<file path="src/rtl/fetch_unit.sv">
`default_nettype none
// ============================================================================
// Module   : fetch_unit
// Purpose  : Instruction fetch stage. Owns the PC, issues one outstanding
//            word read to instruction memory at a time, and buffers returned
//            words in a prefetch FIFO that the decoder drains. A taken branch
//            flushes the FIFO and redirects the PC.
//            Optional macro FETCH_PERF_EN adds push/flush counters.
// Revision : 1.0 - initial release
// ============================================================================
module fetch_unit #(
    parameter int                INSTR_W  = 49,
    parameter int                ADDR_W   = 32,
    parameter int                DEPTH    = 2,
    parameter logic [ADDR_W-1:0] RESET_PC = '0
) (
    input  logic               clk,
    input  logic               rst,
    output logic               imem_req,
    output logic [ADDR_W-1:0]  imem_addr,
    input  logic               imem_gnt,
    input  logic               imem_rvalid,
    input  logic [INSTR_W-1:0] imem_rdata,
    output logic [INSTR_W-1:0] instr,
    output logic [ADDR_W-1:0]  instr_pc,
    output logic               instr_valid,
    input  logic               instr_ready,
    input  logic               branch_taken,
    input  logic [ADDR_W-1:0]  branch_target
`ifdef FETCH_PERF_EN
    ,
    output logic [31:0]        perf_fetched,
    output logic [31:0]        perf_flushed
`endif
);

    localparam int             PTR_W    = $clog2(DEPTH);
    localparam int             CNT_W    = $clog2(DEPTH + 1);
    localparam logic [CNT_W-1:0] FULL_CNT = CNT_W'(DEPTH);

    typedef enum logic [1:0] {
        S_IDLE  = 2'd0,
        S_REQ   = 2'd1,
        S_WAIT  = 2'd2,
        S_DRAIN = 2'd3
    } state_t;

    state_t              state, state_nxt;
    logic [ADDR_W-1:0]   pc, pc_nxt;
    logic [ADDR_W-1:0]   fetch_addr;

    logic [INSTR_W-1:0]  data_q [DEPTH];
    logic [ADDR_W-1:0]   addr_q [DEPTH];
    logic [PTR_W-1:0]    rd_ptr, wr_ptr;
    logic [CNT_W-1:0]    count;

    logic                push, pop, in_flight;

    assign imem_req    = (state == S_REQ);
    assign imem_addr   = pc;
    assign instr_valid = (count != '0);
    assign instr       = data_q[rd_ptr];
    assign instr_pc    = addr_q[rd_ptr];

    assign pop  = instr_valid && instr_ready;
    assign push = (state == S_WAIT) && imem_rvalid && !branch_taken;

    // A response will still be owed by memory after this edge; a branch
    // must then park in DRAIN to swallow it.
    assign in_flight = ((state == S_REQ) && imem_gnt) ||
                       (((state == S_WAIT) || (state == S_DRAIN)) && !imem_rvalid);

    always_comb begin
        state_nxt = state;
        pc_nxt    = pc;
        case (state)
            S_IDLE:  if (count < FULL_CNT) state_nxt = S_REQ;
            S_REQ: begin
                if (imem_gnt) begin
                    pc_nxt    = pc + ADDR_W'(1);
                    state_nxt = S_WAIT;
                end
            end
            S_WAIT:  if (imem_rvalid) state_nxt = S_IDLE;
            S_DRAIN: if (imem_rvalid) state_nxt = S_IDLE;
            default: state_nxt = S_IDLE;
        endcase
        if (branch_taken) begin
            pc_nxt    = branch_target;
            state_nxt = in_flight ? S_DRAIN : S_IDLE;
        end
    end

    always_ff @(posedge clk or posedge rst) begin
        if (rst) begin
            state      <= S_IDLE;
            pc         <= RESET_PC;
            fetch_addr <= '0;
        end else begin
            state <= state_nxt;
            pc    <= pc_nxt;
            if ((state == S_REQ) && imem_gnt) fetch_addr <= pc;
        end
    end

    always_ff @(posedge clk or posedge rst) begin
        if (rst) begin
            rd_ptr <= '0;
            wr_ptr <= '0;
            count  <= '0;
            for (int i = 0; i < DEPTH; i++) begin
                data_q[i] <= '0;
                addr_q[i] <= '0;
            end
        end else if (branch_taken) begin
            rd_ptr <= '0;
            wr_ptr <= '0;
            count  <= '0;
        end else begin
            if (push) begin
                data_q[wr_ptr] <= imem_rdata;
                addr_q[wr_ptr] <= fetch_addr;
                wr_ptr         <= wr_ptr + PTR_W'(1);
            end
            if (pop) rd_ptr <= rd_ptr + PTR_W'(1);
            case ({push, pop})
                2'b10:   count <= count + CNT_W'(1);
                2'b01:   count <= count - CNT_W'(1);
                default: count <= count;
            endcase
        end
    end

`ifdef FETCH_PERF_EN
    always_ff @(posedge clk or posedge rst) begin
        if (rst) begin
            perf_fetched <= '0;
            perf_flushed <= '0;
        end else begin
            if (push)         perf_fetched <= perf_fetched + 32'd1;
            if (branch_taken) perf_flushed <= perf_flushed + 32'd1;
        end
    end
`endif

endmodule
`default_nettype wire

</file>
<file path="config.mk">
export PLATFORM = sky130hd
export DESIGN_NAME = fetch_unit
export DESIGN_NICKNAME = d
export VERILOG_FILES = /design/src/rtl/fetch_unit.sv
export SDC_FILE = /design/constraint.sdc
export NUM_CORES = 1
export LEC_CHECK = 0
export ABC_AREA = 1
export CAP_MARGIN = 20
export CORE_MARGIN = 2
export CORE_UTILIZATION = 57
export CTS_CLUSTER_SIZE = 25
export DETAILED_ROUTE_END_ITERATION = 12
export PLACE_DENSITY = 0.86
export SETUP_SLACK_MARGIN = 0.05
export SYNTH_ARGS = -nofsm -noshare
export SYNTH_HDL_FRONTEND = slang
export SYNTH_SLANG_ARGS = --single-unit
</file>
<file path="constraint.sdc">
create_clock -name clk -period 22.6 [get_ports clk]
set_input_delay 2.26 -clock clk [delete_from_list [all_inputs] [get_ports clk]]
set_output_delay 2.26 -clock clk [all_outputs]
set_load 0.03 [all_outputs]
</file>
==> impl_metrics.csv <==
group,metric,value,unit
grt,grt-ovfl-total,0,
synth,netlist_top_cells_count,"602 x nand2_1, 232 x dfrtp_1, 213 x o21ai_0",
worst_hold_path,hold_path.class,"reg2reg",
sta,fin_crit_sh,23.70,%
sta,finalSetupTns,0,ns
route,post_drt_wl_per_cell,14.46,microns
critical_path,worstPathMaxFanout,84,
synth,synth_cell_types,30,
critical_path,r2r_end,"data_q[51]$_DFFE_PP0P_",
route,route.antenna.remaining_nets,0,
critical_path,path_depth,6,
cts,cts_resized,0,
cts,ctsLongestPathBuffers,3,
critical_path,crit_path_start,"rd_ptr$_DFFE_PP0P_",
cts,cts_setup_buffers,0,
critical_path,cp-end-kind,"primary output",
cts,cts_tree,"done",
critical_path,rr_worst_depth,7,
synth,yosysTopAreaCell,"dfrtp_1",
route,vias_per_cell,5.245,
cts,clockRootBuffer,"clkbuf_16",
outcome,outcome,"finished clean",
cts,h-tree-depth,1,
grt,grt_pass1_vias,8915,
synth,synth_seq_area_share,53.51,%
grt,grt_antenna_before_repair,0,
synth,synth_ff_type,"dfrtp_1",
job,cap_violations,0,
critical_path,r2r_slack,20.30,ns
cts,cts_buffers,23,
sta,max_freq,0.1867,GHz
cts,cts.sinks,232,
grt,track_usage,26.31,%
floorplanning,die_h,142.0,microns
cts,clk_pin_slew_worst_paths,0.06,ns
synth,synth_top_area_share,53.51,%
critical_path,cpPeakStageDelay,0.69,ns
grt,grt_max_degree,161,
placement,io_buffers,201,
route,first_pass_iters,6,
placement,dp_worst_setup_slack,17.63,ns
route,drc_errors,0,
route,num_vias,9551,
synth,avgSynthCellArea,7.738,sq um
route,routed_wl,26320,microns
critical_path,path_delay_family,"buffers and inverters",
synth,ys_ff_latch,232,
sta,rsz0062_at_grt,"no",
synth,synth.cell_area,0.01085,sq mm
route,drt_iter0_drc,742,
final_layout,drive_gt1_share,4.537,%
synth,yosys-top-cells-area,"dfrtp_1 54%, nand2_1 21%, o21ai_0 9.8%",
power_and_ir_drop,total_power,1.734,mW
floorplanning,rows,50,
sta,setup_viol,0,
final_layout,area_delta_synth_final,25.83,%
sta,min_period,5.357,ns
critical_path,slowest_stage,"buf_4",
sta,tightestPinTransition,0.9908,ns
cts,clock_latency,0.51,ns
power_and_ir_drop,p_leak,6.780,nW
synth,synth-async-reset-ratio,100.0,%
route,wl_met1,11800,microns
synth,synth_fp_nets,1490,
synth,synth_edf_count,0,
critical_path,path_cells,"buf_4 > inv_2 > buf_4 > nand2_1 > nand2_1 > clkdlybuf4s50_1",
floorplanning,fp.dieW,142.0,microns
critical_path,cp.required,20.34,ns
final_layout,fin_nets,1658,
power_and_ir_drop,p_per_area,127.0,mW/mm^2
sta,relSlewSlack,33.94,%
final_layout,fillers,1424,
critical_path,worstSetupPathType,"reg2out",
floorplanning,dieArea,0.02015,sq mm
cts,cts_hold_buf,0,
floorplanning,core_area,0.01871,sq mm
route,wl_met3,1747,microns
sta,fin_ws,17.24,ns
route,wl_met2,11990,microns
route,routed.top_layer,"met4",
final_layout,final_util,72.98,%
floorplanning,io_pins,202,
synth,synthCells,1402,
critical_path,cp-start-kind,"flip-flop",
critical_path,arrival,3.10,ns
floorplanning,initial_core_util,58.00,%
sta,fin_skew,0.008807,ns
final_layout,n_antenna_cell,0,
sta,finalMaxSlewViolations,0,
placement,dp_hpwl,16900,microns
power_and_ir_drop,ir_drop,0.06397,mV
critical_path,crit_end,"instr_pc[17]",
sta,hold_violations,0,
critical_path,worstPathBufferInverterCount,4,
grt,grt_pass1_wl,43480,microns
synth,yosys_warnings,0,
placement,gp_congestion,0.8444,
synth,synth_most_common_cell,"nand2_1",
critical_path,rr_startpoint,"state[0]$_DFFE_PP0P_",
logic make-up after synthesis:
family          after synthesis  share of synthesized area (%)
flops                       232                          53.51
xor+xnor                      8                         0.6459
buf+inv                     210                          8.246
fa+ha+maj                     1                         0.1153
compound gates              229                          10.78
simple gates                722                          26.70
metal layers:
layer / track usage (%) / vias to the layer above
met5: 0 / -
met4: 8.526 / 0
met3: 3.096 / 54
met2: 41.85 / 359
met1: 38.22 / 4474
li1: - / 4664
cell type report:
| type | count | area [sq um] | area share [%] |
|---|---|---|---|
| repair buffers | 210 | 2120 | 15.53 |
| clock inverters | 7 | 38.79 | 0.2841 |
| flip-flops and latches | 232 | 5807 | 42.54 |
| inverters | 143 | 544.3 | 3.987 |
| clock buffers | 35 | 690.7 | 5.059 |
| multi-input cells | 960 | 4159 | 30.46 |
| well taps | 234 | 292.8 | 2.145 |
worst min-delay path by stage:
stage / start / end / slack [ns] / cells past startpoint
detailed placement: data_q[27]$_DFFE_PP0P_ / data_q[27]$_DFFE_PP0P_ / 0.47 / 2
floorplan: addr_q[25]$_DFFE_PP0P_ / addr_q[25]$_DFFE_PP0P_ / 0.45 / 2
global placement: data_q[97]$_DFFE_PP0P_ / data_q[97]$_DFFE_PP0P_ / 0.47 / 2
global route: addr_q[16]$_DFFE_PP0P_ / addr_q[16]$_DFFE_PP0P_ / 0.50 / 2
CTS: addr_q[16]$_DFFE_PP0P_ / addr_q[16]$_DFFE_PP0P_ / 0.49 / 2
finish: addr_q[23]$_DFFE_PP0P_ / addr_q[23]$_DFFE_PP0P_ / 0.48 / 2
per-stage QoR:
| stage | area (sq um) | hold slack [ns] | instances |
|---|---|---|---|
| after global placement | 12870 | 0.4653 | 1777 |
| after CTS | 13600 | 0.4876 | 1819 |
| after detailed placement | 12870 | 0.4725 | 1777 |
| final | 13650 | 0.4847 | 1821 |
| after floorplan | 10850 | 0.4529 | 1402 |
| after global routing | 13650 | 0.5028 | 1821 |
tightest hold or removal path: stages, from the launching register on:
cell	delay, ns
dfrtp_1	0.34
nand2_1	0.05
o21ai_0	0.05
flip-flops by register name, indices dropped and copies added, names as in the netlist:
signal	cells
fetch_addr	32
state	2
count	2
addr_q	64
data_q	98
wr_ptr	1
rd_ptr	1
imem_addr	32
power breakdown:
| group | total (mW) | switching [mW] | internal [mW] |
|---|---|---|---|
| clock network | 0.368 | 0.157 | 0.211 |
| registers | 0.660 | 0.0916 | 0.568 |
| logic | 0.705 | 0.437 | 0.268 |
layout by cell type, fill, tap and decap left out, types with 2 or more instances in the layout:
| master | instances |
|---|---|
| clkbuf_8 | 7 |
| clkinv_2 | 6 |
| nor2_2 | 2 |
| and2_1 | 2 |
| nor2_1 | 45 |
| nand2_2 | 4 |
| inv_1 | 137 |
| buf_4 | 7 |
| buf_16 | 2 |
| xnor2_1 | 3 |
| clkbuf_1 | 5 |
| inv_2 | 5 |
| dfrtp_1 | 231 |
| clkdlybuf4s50_1 | 201 |
| xor2_1 | 5 |
| a21oi_1 | 4 |
| o21bai_1 | 7 |
| nor2_4 | 7 |
| nand2_4 | 3 |
| o21ai_0 | 213 |
| nand2_1 | 602 |
| clkbuf_16 | 23 |
| nand3_1 | 53 |
| o21ai_1 | 3 |
Note: power is estimated with default switching activity, not from simulation.
